## config.mk

```make
export PLATFORM = sky130hd
export DESIGN_NAME = apb_master_bridge
export DESIGN_NICKNAME = d
export VERILOG_FILES = /design/src/rtl/apb_master_bridge.sv
export SDC_FILE = /design/constraint.sdc
export NUM_CORES = 1
export LEC_CHECK = 0
export ABC_AREA = 1
export CAP_MARGIN = 30
export CORE_MARGIN = 1.5
export CORE_UTILIZATION = 40
export DETAILED_ROUTE_END_ITERATION = 8
export DONT_BUFFER_PORTS = 1
export GPL_ROUTABILITY_DRIVEN = 0
export RECOVER_POWER = 25
export SLEW_MARGIN = 20
export SYNTH_ARGS = -nofsm -noshare
export SYNTH_HDL_FRONTEND = slang
export SYNTH_SLANG_ARGS = --single-unit
```

## constraint.sdc

```tcl
create_clock -name pclk -period 4 [get_ports pclk]
set_input_delay 0.4 -clock pclk [delete_from_list [all_inputs] [get_ports pclk]]
set_output_delay 0.4 -clock pclk [all_outputs]
set_load 0.005 [all_outputs]
```

## src/rtl/apb_master_bridge.sv

```systemverilog
// apb_master_bridge
// Single-outstanding APB initiator. Turns a valid/ready request into an APB
// SETUP/ACCESS transfer and reports read data plus error status. A wait-state
// timeout aborts transfers to a slave that never raises pready.
module apb_master_bridge #(
  parameter int ADDR_W  = 32,
  parameter int DATA_W  = 32,
  parameter int TIMEOUT = 16
) (
  input  logic              pclk,
  input  logic              n_rst,
  input  logic              i_req_valid,
  output logic              o_req_ready,
  input  logic [ADDR_W-1:0] i_req_addr,
  input  logic              i_req_write,
  input  logic [DATA_W-1:0] i_req_wdata,
  output logic              o_rsp_valid,
  output logic [DATA_W-1:0] o_rsp_rdata,
  output logic              o_rsp_err,
  output logic              o_psel,
  output logic              o_penable,
  output logic              o_pwrite,
  output logic [ADDR_W-1:0] o_paddr,
  output logic [DATA_W-1:0] o_pwdata,
  input  logic [DATA_W-1:0] i_prdata,
  input  logic              i_pready,
  input  logic              i_pslverr
);

  // A zero TIMEOUT disables the abort; keep a 1-bit counter so widths stay legal.
  localparam int               CNT_W      = (TIMEOUT > 0) ? $clog2(TIMEOUT + 1) : 1;
  localparam logic [CNT_W-1:0] CNT_LAST   = CNT_W'((TIMEOUT > 0) ? TIMEOUT - 1 : 0);
  localparam bit               TIMEOUT_EN = (TIMEOUT != 0);

  typedef enum logic [1:0] {
    S_IDLE   = 2'd0,
    S_SETUP  = 2'd1,
    S_ACCESS = 2'd2,
    S_RESP   = 2'd3
  } state_t;

  state_t           r_state;
  logic [CNT_W-1:0] r_cnt;
  logic [ADDR_W-1:0] r_paddr;
  logic             r_pwrite;
  logic [DATA_W-1:0] r_pwdata;
  logic [DATA_W-1:0] r_rsp_rdata;
  logic             r_rsp_err;
  logic             w_timeout;

  // Abort fires on the last permitted ACCESS cycle; pready is tested first so a
  // late-but-valid slave response still completes normally.
  assign w_timeout = TIMEOUT_EN && (r_cnt == CNT_LAST);

  // Transfer sequencer: holds the APB payload and the captured response.
  always_ff @(posedge pclk or negedge n_rst) begin
    if (!n_rst) begin
      r_state     <= S_IDLE;
      r_cnt       <= '0;
      r_paddr     <= '0;
      r_pwrite    <= 1'b0;
      r_pwdata    <= '0;
      r_rsp_rdata <= '0;
      r_rsp_err   <= 1'b0;
    end else begin
      case (r_state)
        S_IDLE: begin
          if (i_req_valid) begin
            r_paddr  <= i_req_addr;
            r_pwrite <= i_req_write;
            r_pwdata <= i_req_wdata;
            r_state  <= S_SETUP;
          end
        end
        S_SETUP: begin
          r_cnt   <= '0;
          r_state <= S_ACCESS;
        end
        S_ACCESS: begin
          if (i_pready) begin
            r_rsp_rdata <= r_pwrite ? '0 : i_prdata;
            r_rsp_err   <= i_pslverr;
            r_state     <= S_RESP;
          end else if (w_timeout) begin
            r_rsp_rdata <= '0;
            r_rsp_err   <= 1'b1;
            r_state     <= S_RESP;
          end else if (TIMEOUT_EN) begin
            r_cnt <= r_cnt + CNT_W'(1);
          end
        end
        S_RESP: begin
          r_state <= S_IDLE;
        end
        default: begin
          r_state <= S_IDLE;
        end
      endcase
    end
  end

  // Control strobes decode straight from the state register, so they are
  // glitch-free and drop as soon as reset forces IDLE.
  always_comb begin
    o_req_ready = (r_state == S_IDLE);
    o_psel      = (r_state == S_SETUP) || (r_state == S_ACCESS);
    o_penable   = (r_state == S_ACCESS);
    o_rsp_valid = (r_state == S_RESP);
  end

  assign o_paddr     = r_paddr;
  assign o_pwrite    = r_pwrite;
  assign o_pwdata    = r_pwdata;
  assign o_rsp_rdata = r_rsp_rdata;
  assign o_rsp_err   = r_rsp_err;

endmodule

```

---- Word-level counts from Yosys, hierarchy flattened ----
Index checks and enable logic that the tools add are counted.
word-level totals
  input bits .............................. 102
  word-level logic and storage cells ...... 36
  latch bits .............................. 0
  register bits after elaboration ......... 105
  ROM bits ................................ 0
  RAM bits ................................ 0
  memories kept ........................... 0
cells by class
  multipliers ............................. 0
  reductions and logical operators ........ 8
  bitwise operators ....................... 0
  add/sub/neg operators ................... 1
  divide/modulo/power cells ............... 0
  magnitude comparators ................... 0
  shift operators ......................... 0
  equal/unequal tests ..................... 8
  mux-type cells .......................... 12
operator list
  kind                                                   number
  2-to-1 mux 32 bit                                      3
  2-to-1 mux 5 bit                                       2
  case mux 5 bit (2 select lines)                        1
  case mux 2 bit (4 select lines)                        1
  2-to-1 mux 2 bit                                       3
  inequality test 2 bit, second input constant           3
  AND reduction 2 bit                                    3
  adder 5 x 1 -> 5 bit, second input constant            1
  equality test 5 x 4 -> 1 bit, second input constant    1
  equality test 2 bit, second input constant             2
  nonzero test 2 bit                                     2
  inequality test 3 x 1 -> 1 bit, second input constant  1
  AND reduction 3 bit                                    1
  equality test 2 x 1 -> 1 bit, second input constant    1
  zero test 2 bit                                        1
  2-to-1 mux 1 bit                                       2
  logical OR 1 bit                                       1

---- Depth between registers and ports, before layout ----
Gate-level depths: netlist of the first run.
  depth in word-level cells ............... 4
  gate-level depth with buffers ........... 10

---- Worst setup path after synthesis of the first run ----
OpenSTA, ideal clock, no wires.
  path kind ............................... register to register
  from .................................... register r_cnt[0]
  to ...................................... register r_cnt[0]
  cell stages (with the launch flop) ...... 11
  required time ........................... 3,872 ps
  data arrival time ....................... 1,341 ps
  setup time .............................. 128 ps
  path slack .............................. 2,531 ps
  cells stage by stage .................... dfrtp_1 -> ha_1 -> nand2_1 -> nor2_1 -> ha_1 -> nand2_1 -> nand2_1 -> clkinv_2 -> nand2_1 -> nand2_1 -> o21ai_0
on the way
  longest elaborated chain between the ends .. 4
  elaborated cells on any way between the ends .. 7
ends and longest elaborated chain
  what                             line  text
  start: declaration               43    logic [CNT_W-1:0] r_cnt;
  start signal: assignment         89    r_cnt <= r_cnt + CNT_W'(1);
  adder 5 x 1 -> 5 bit             89
  2-to-1 mux 5 bit                 84    end else if (w_timeout) begin
  2-to-1 mux 5 bit                 80    if (i_pready) begin
  case mux 5 bit (2 select lines)  66    case (r_state)
Several ways; a longest one is shown, not always the timed one. The select of a mux whose other input is x is not followed.
A chain may end at the register's enable or synchronous reset.

---- Final worst setup path of the first run ----
  from .................................... register r_state[1]
  to ...................................... register r_paddr[8] (netlist: o_paddr[8])
on the way
  longest elaborated chain between the ends .. 2
ends and longest elaborated chain
  what                                  line  text
  start: declaration                    42    state_t r_state;
  start signal: assignment              58    r_state <= S_IDLE;
  start signal: assignment              72    r_state <= S_SETUP;
  start signal: assignment              77    r_state <= S_ACCESS;
  zero test 2 bit                       n/a
  named net o_req_ready                 13    output logic o_req_ready,
  AND reduction 2 bit (no source line)  n/a
  end signal: assignment                69    r_paddr <= i_req_addr;
  end: declaration                      44    logic [ADDR_W-1:0] r_paddr;
The timed path passes the listed nets, and every way through them passes these cells.

==> results of run 1 <==
## worst paths after layout
path                       slack [ps]         endpoint  cells past startpoint
min in group asynchronous         640     o_pwdata[29]                      2
hold reg to reg                   520   o_rsp_rdata[8]                      2
hold / removal                    160  o_rsp_rdata[19]                      2
max in group asynchronous        2990     o_pwdata[18]                      2
setup reg to reg                 1670       o_paddr[8]                      5
setup / recovery                 1670       o_paddr[8]                      5
## through the flow
step / total power, mW / util / setup slack, ps / cells
3_3_place_gp: 3.04 / 0.416 / 1720 / 456
5_1_grt: 3.97 / 0.437 / 1510 / 474
2_1_floorplan: 2.89 / - / 2530 / 329
4_1_cts: 3.78 / 0.437 / 1620 / 474
6_report: 3.72 / 0.437 / 1670 / 474
3_5_place_dp: 3.09 / 0.416 / 1650 / 456
## power by group through the flow
stage	registers (mW)	clock network, mW	logic (mW)
2_1_floorplan	1.84	0	1.05
3_3_place_gp	1.97	0	1.07
3_5_place_dp	1.97	0	1.12
4_1_cts	1.95	0.684	1.15
5_1_grt	2.01	0.727	1.24
6_report	1.94	0.652	1.13
## placed cells by master (no fill, tap or decap), types with 5 or more instances in the layout
cell type / n
ha_1: 6
inv_1: 38
nand3_1: 5
mux2_4: 50
o21ai_0: 5
dfrtp_1: 105
clkbuf_8: 10
nand2_1: 45
o21ai_2: 30
nor2_1: 6
mux2_2: 15
## cell families (layout without fill, tap and decap cells)
family,after synthesis,count (layout),synth area share
adder cells (fa/ha/maj),6,6,0.0167
AND/OR/NAND/NOR,62,62,0.0574
AO/OA/AOI/OAI,38,38,0.0689
buffers and inverters,53,58,0.0666
multiplexers,65,65,0.205
flip-flops,105,105,0.585
## flip-flops by register name (all words and copies together), names as in the netlist
name / cells
o_paddr: 32
o_pwdata: 32
o_rsp_rdata: 32
r_cnt: 5
r_state: 2
o_pwrite: 1
o_rsp_err: 1
## area by class of cell
| class | count | share of cell area |
|---|---|---|
| Inverter | 39 | 0.0310 |
| Tap cell | 140 | 0.0368 |
| Timing Repair Buffer | 3 | 0.00946 |
| Multi-Input combinational cell | 171 | 0.330 |
| Clock inverter | 5 | 0.0116 |
| Sequential cell | 105 | 0.552 |
| Clock buffer | 11 | 0.0297 |
## critical path: stages, from the launching register on
cell and delay, ps:
dfrtp_1 400, inv_1 90, ha_1 260, nand2_4 660, buf_4 420, mux2_2 370
## routing by layer
layer	share of wire	routed length, um	global-route usage
met5	0	0	0
met4	0.021	177	0.0818
met3	0.14	1190	0.0658
met2	0.45	3750	0.208
met1	0.39	3280	0.160
## synthesized netlist by cell type, drive strengths merged
cell type	number
o22ai	1
mux2	65
nor3	1
dfrtp	105
ha	6
a21oi	1
nand4	1
o21ai	35
clkinv	1
o22a	1
inv	38
or2	2
nand3	5
nor2	6
nand2	47
buf	14
==> out/metrics.yaml, run 1 <==
run_status:
  status: "completed"
clocking:
  postCtsSetupBuffers: 0
  clk_pin_slew_ps: 100
  ctsHoldBuffers: 2
  clk_latency_ps: 370
  cts_tree: "built"
  htreeDepth: 3
  clock-sinks: 105
  ctsResizeCount: 0
  cts_root_buf: "clkbuf_8"
  clk_path_buf_depth: 2
  numCtsBuffers: 9
synthesis:
  syn_nets: 437
  synth_warnings: 0
  synthesis.area_mm2: 0.00449
  synth_cell_type_count: 21
  ys_ff_latch: 105
  synth.yosys.seq_area_share: 0.585
  synthCells: 329
  synth_top_cell_by_area: "dfrtp_1"
  avgSynthCellArea_um2: 13.6
  synthTopCellsByArea: "dfrtp_1 (59%), mux2_4 (17%), o21ai_2 (5.9%)"
  synth_top_area_frac: 0.585
global_routing:
  grtUsageTotal: 0.138
  grt_max_degree: 106
  grt_overflow: 0
  grt_pass1_wl_mm: 12.2
  antenna_found_initial: 0
  grt_pass1_vias: 2405
sta:
  fmax_mhz: 429
  skew_ps: 10.4
  tightest_slew_ps: 883
  timing.final.crit_share: 0.582
  rsz0062_at_grt: "false"
  fin_hold_ws_ps: 156
  drv_slew: 0
  final.setup.tns_ps: 0
  relSlewSlack: 0.411
  finalSetupViolCount: 0
  hold_viol: 0
  period_needed_ps: 2330
placement:
  dp_hpwl_mm: 5.75
  port_buffers: 0
  placed_area_mm2: 0.00453
route:
  routedWlPerCell_um: 17.7
  vias_per_cell: 4.94
  drtPass1Iterations: 4
  drc: 0
  routed_wl_mm: 8.40
  drt_iter0_drc: 131
  ant_nets: 0
  via_count: 2340
worst_setup_path:
  cp.required_ps: 4250
  cp.arrival_ps: 2580
  path_max_fanout: 50
  rr_startpoint: "r_state[1]"
  worst_setup_path_start_kind: "register"
  crit_path_start: "r_state[1]"
  crit_type: "register to register"
  cp-end-kind: "register"
cells_and_area:
  drive_above_1_share: 0.353
  diodes: 0
  area_growth_pct: 6.08
  seqCellArea_mm2: 0.00263
  final_nets: 437
  design_area_mm2: 0.00476
  multi_input_area_mm2: 0.00157
  fillCellCount: 990
pwr:
  switchingPower_mw: 1.21
  p_per_area_mw_per_mm2: 782
  vdd_ir_drop_max_mv: 0.349
  combPwrFrac: 0.303
  swShare: 0.324
  pwr-share-clk: 0.175
  p_leak_nw: 2.41
  internal_power_mw: 2.51
  seqPwrFrac: 0.522
floorplan:
  die-area_mm2: 0.0119
  row_count: 38
  initial_utilization: 0.412
  core_area_mm2: 0.0109
  die_w_um: 109
  pin_count: 204
  die_h_um: 109
job:
  maxCapViolCount: 0
worst_hold_path:
  hold_path_class: "input pin to register"
  hp-start: "i_prdata[19]"
(Power assumes the default switching activity.)
==> run 2: changes to the inputs <==
--- a/config.mk
+++ b/config.mk
@@ -5,7 +5,7 @@
 export SDC_FILE = /design/constraint.sdc
 export NUM_CORES = 1
 export LEC_CHECK = 0
-export ABC_AREA = 1
+export ABC_AREA = 0
 export CAP_MARGIN = 30
 export CORE_MARGIN = 1.5
 export CORE_UTILIZATION = 40
==> constraint.sdc (replaced) <==
create_clock -name pclk -period 2 [get_ports pclk]
set_input_delay 0.2 -clock pclk [delete_from_list [all_inputs] [get_ports pclk]]
set_output_delay 0.2 -clock pclk [all_outputs]
set_load 0.005 [all_outputs]
==> out/metrics.yaml, run 2 <==
pwr:
  combPwrFrac: 0.319
  internal_power_mw: 5.09
  swShare: 0.318
  report.power.total_mw: 7.46
  seqPwrFrac: 0.521
  switchingPower_mw: 2.37
  vdd_ir_drop_max_mv: 0.692
  p_leak_nw: 2.60
  p_per_area_mw_per_mm2: 1340
  pwr-share-clk: 0.160
sta:
  hold_viol: 105
  period_needed_ps: 1810
  timing.final.crit_share: 0.906
  final.setup.tns_ps: 0
  drv_slew: 0
  fin_hold_ws_ps: -476
  fmax_mhz: 552
  relSlewSlack: 0.700
  final.setup.worst_slack_ps: 188
  rsz0062_at_grt: "false"
  skew_ps: 14.7
  finalSetupViolCount: 0
  tightest_slew_ps: 450
global_routing:
  grtUsageTotal: 0.170
  top_usage_layer: "met2"
  grt_pass1_vias: 2825
  grt_max_degree: 106
  grt_overflow: 0
  use_met1: 0.190
  grtUsageMet2: 0.299
  use_met3: 0.0601
  grt_pass1_wl_mm: 14.8
  antenna_found_initial: 0
route:
  drt_iter0_drc: 96
  routed_wl_mm: 9.48
  vias_per_cell: 5.10
  ant_nets: 0
  drc: 0
  routedWlPerCell_um: 19.0
  drtPass1Iterations: 4
  via_count: 2538
cells_and_area:
  final_nets: 465
  diodes: 0
  layout_common_cells: "dfrtp_1 (105), dlygate4sd3_1 (98), mux2_4 (50)"
  drive_above_1_share: 0.257
  layout_commonest_cell: "dfrtp_1"
  final_util: 0.538
  design_area_mm2: 0.00556
  fillCellCount: 815
  area_growth_pct: 30.0
worst_setup_path:
  cp.arrival_ps: 2060
  path_max_fanout: 7
  reg2reg_to: "r_cnt[3]"
  crit_path_start: "r_cnt[0]"
  cp_slowest_cell: "dfrtp_1"
  path_buf_inv: 0
  path_common_cell: "ha_1"
  worst_setup_path_start_kind: "register"
  critPathTopFamily: "simple AND/OR/NAND/NOR gates"
  rr_startpoint: "r_cnt[0]"
  r2r_setup_slack_ps: 190
  path_cells: "ha_1, and3_1, ha_1, or3b_1, o221ai_1, o21ai_1"
  critical_path.max_stage_delay_ps: 410
  rr_worst_depth: 6
  cp-end-kind: "register"
  cp.required_ps: 2240
  crit_type: "register to register"
clocking:
  cts_root_buf: "clkbuf_8"
  ctsHoldBuffers: 98
  cts_tree: "built"
  numCtsBuffers: 9
  postCtsSetupBuffers: 0
  ctsResizeCount: 0
  clk_pin_slew_ps: 100
  clock-sinks: 105
  clk_latency_ps: 360
  htreeDepth: 3
  clk_path_buf_depth: 2
job:
  maxCapViolCount: 0
synthesis:
  synth_top_cell_by_area: "dfrtp_1"
  synth_most_common_cell: "dfrtp_1"
  avgSynthCellArea_um2: 16.7
  synth_cell_type_count: 26
  synth.yosys.seq_area_share: 0.615
  synthFlopType: "dfrtp_1"
  ys_ff_latch: 105
  syn_nets: 364
  ys_async_sr_fraction: 1.00
  synth_top_area_frac: 0.615
  synthesis.area_mm2: 0.00427
  synth-edff-count: 0
  synthTopCellsByArea: "dfrtp_1 (61%), mux2_4 (18%), a22o_1 (7.0%)"
  synth_commonest_cells: "dfrtp_1 (105), mux2_4 (50), a22o_1 (34), mux2_2 (16), buf_6 (10)"
  synthCells: 256
  synth_warnings: 0
floorplan:
  core_area_mm2: 0.0103
  pin_count: 204
  row_count: 37
  die_w_um: 106
  die-area_mm2: 0.0113
  die_h_um: 106
  initial_utilization: 0.414
placement:
  place_ws_ps: 203
  dp_hpwl_mm: 5.75
  port_buffers: 0
  placed_area_mm2: 0.00439
run_status:
  status: "complete, but fails checks"
  violations: "hold timing"
worst_hold_path:
  hold_path_class: "input pin to asynchronous set/reset pin"
## run 2: area by class of cell
type,count,area [um2],area share
clock buffer,9,124,0.0223
clock inverter,7,56.3,0.0101
inverter,5,18.8,0.00338
multi-input combinational,131,1490,0.268
sequential,105,2630,0.473
tap,136,170,0.0306
timing repair buffer,105,1070,0.193
## run 2: power by group through the flow
stage               logic, mW  registers, mW  clock network, mW
floorplan                1.98           3.67                  0
global placement         2.14           3.91                  0
detailed placement       2.22           3.91                  0
CTS                      2.39           3.88               1.26
global route             2.58           4.00               1.35
finish                   2.38           3.89               1.19
## run 2: worst max-delay path by stage
stage	endpoint	slack, ps	cells past startpoint
6_report	r_cnt[3]	190	6
5_1_grt	r_cnt[2]	80	6
4_1_cts	r_cnt[3]	190	6
3_5_place_dp	r_cnt[3]	200	6
3_3_place_gp	r_cnt[2]	260	6
2_1_floorplan	r_cnt[3]	300	6
## run 2: kinds of logic (layout without fill, tap and decap cells)
logic type / count (synthesis) / count (layout) / share of synthesized area
compound gates: 43 / 43 / 0.0858
buf+inv: 20 / 126 / 0.0389
fa+ha+maj: 6 / 6 / 0.0176
mux: 68 / 68 / 0.222
simple gates: 14 / 14 / 0.0205
flops: 105 / 105 / 0.615
## run 2: through the flow
stage	hold slack [ps]	instances
4_1_cts	-506	498
5_1_grt	-517	498
2_1_floorplan	-95.6	256
3_3_place_gp	-92.9	384
6_report	-476	498
3_5_place_dp	-92.8	384
## run 2: metal layers
metal / up-vias / part of all wire / routed length (um)
li1: 1120 / - / -
met5: - / 0 / 0
met2: 139 / 0.51 / 4860
met1: 1268 / 0.38 / 3610
met3: 11 / 0.094 / 895
met4: 0 / 0.012 / 115
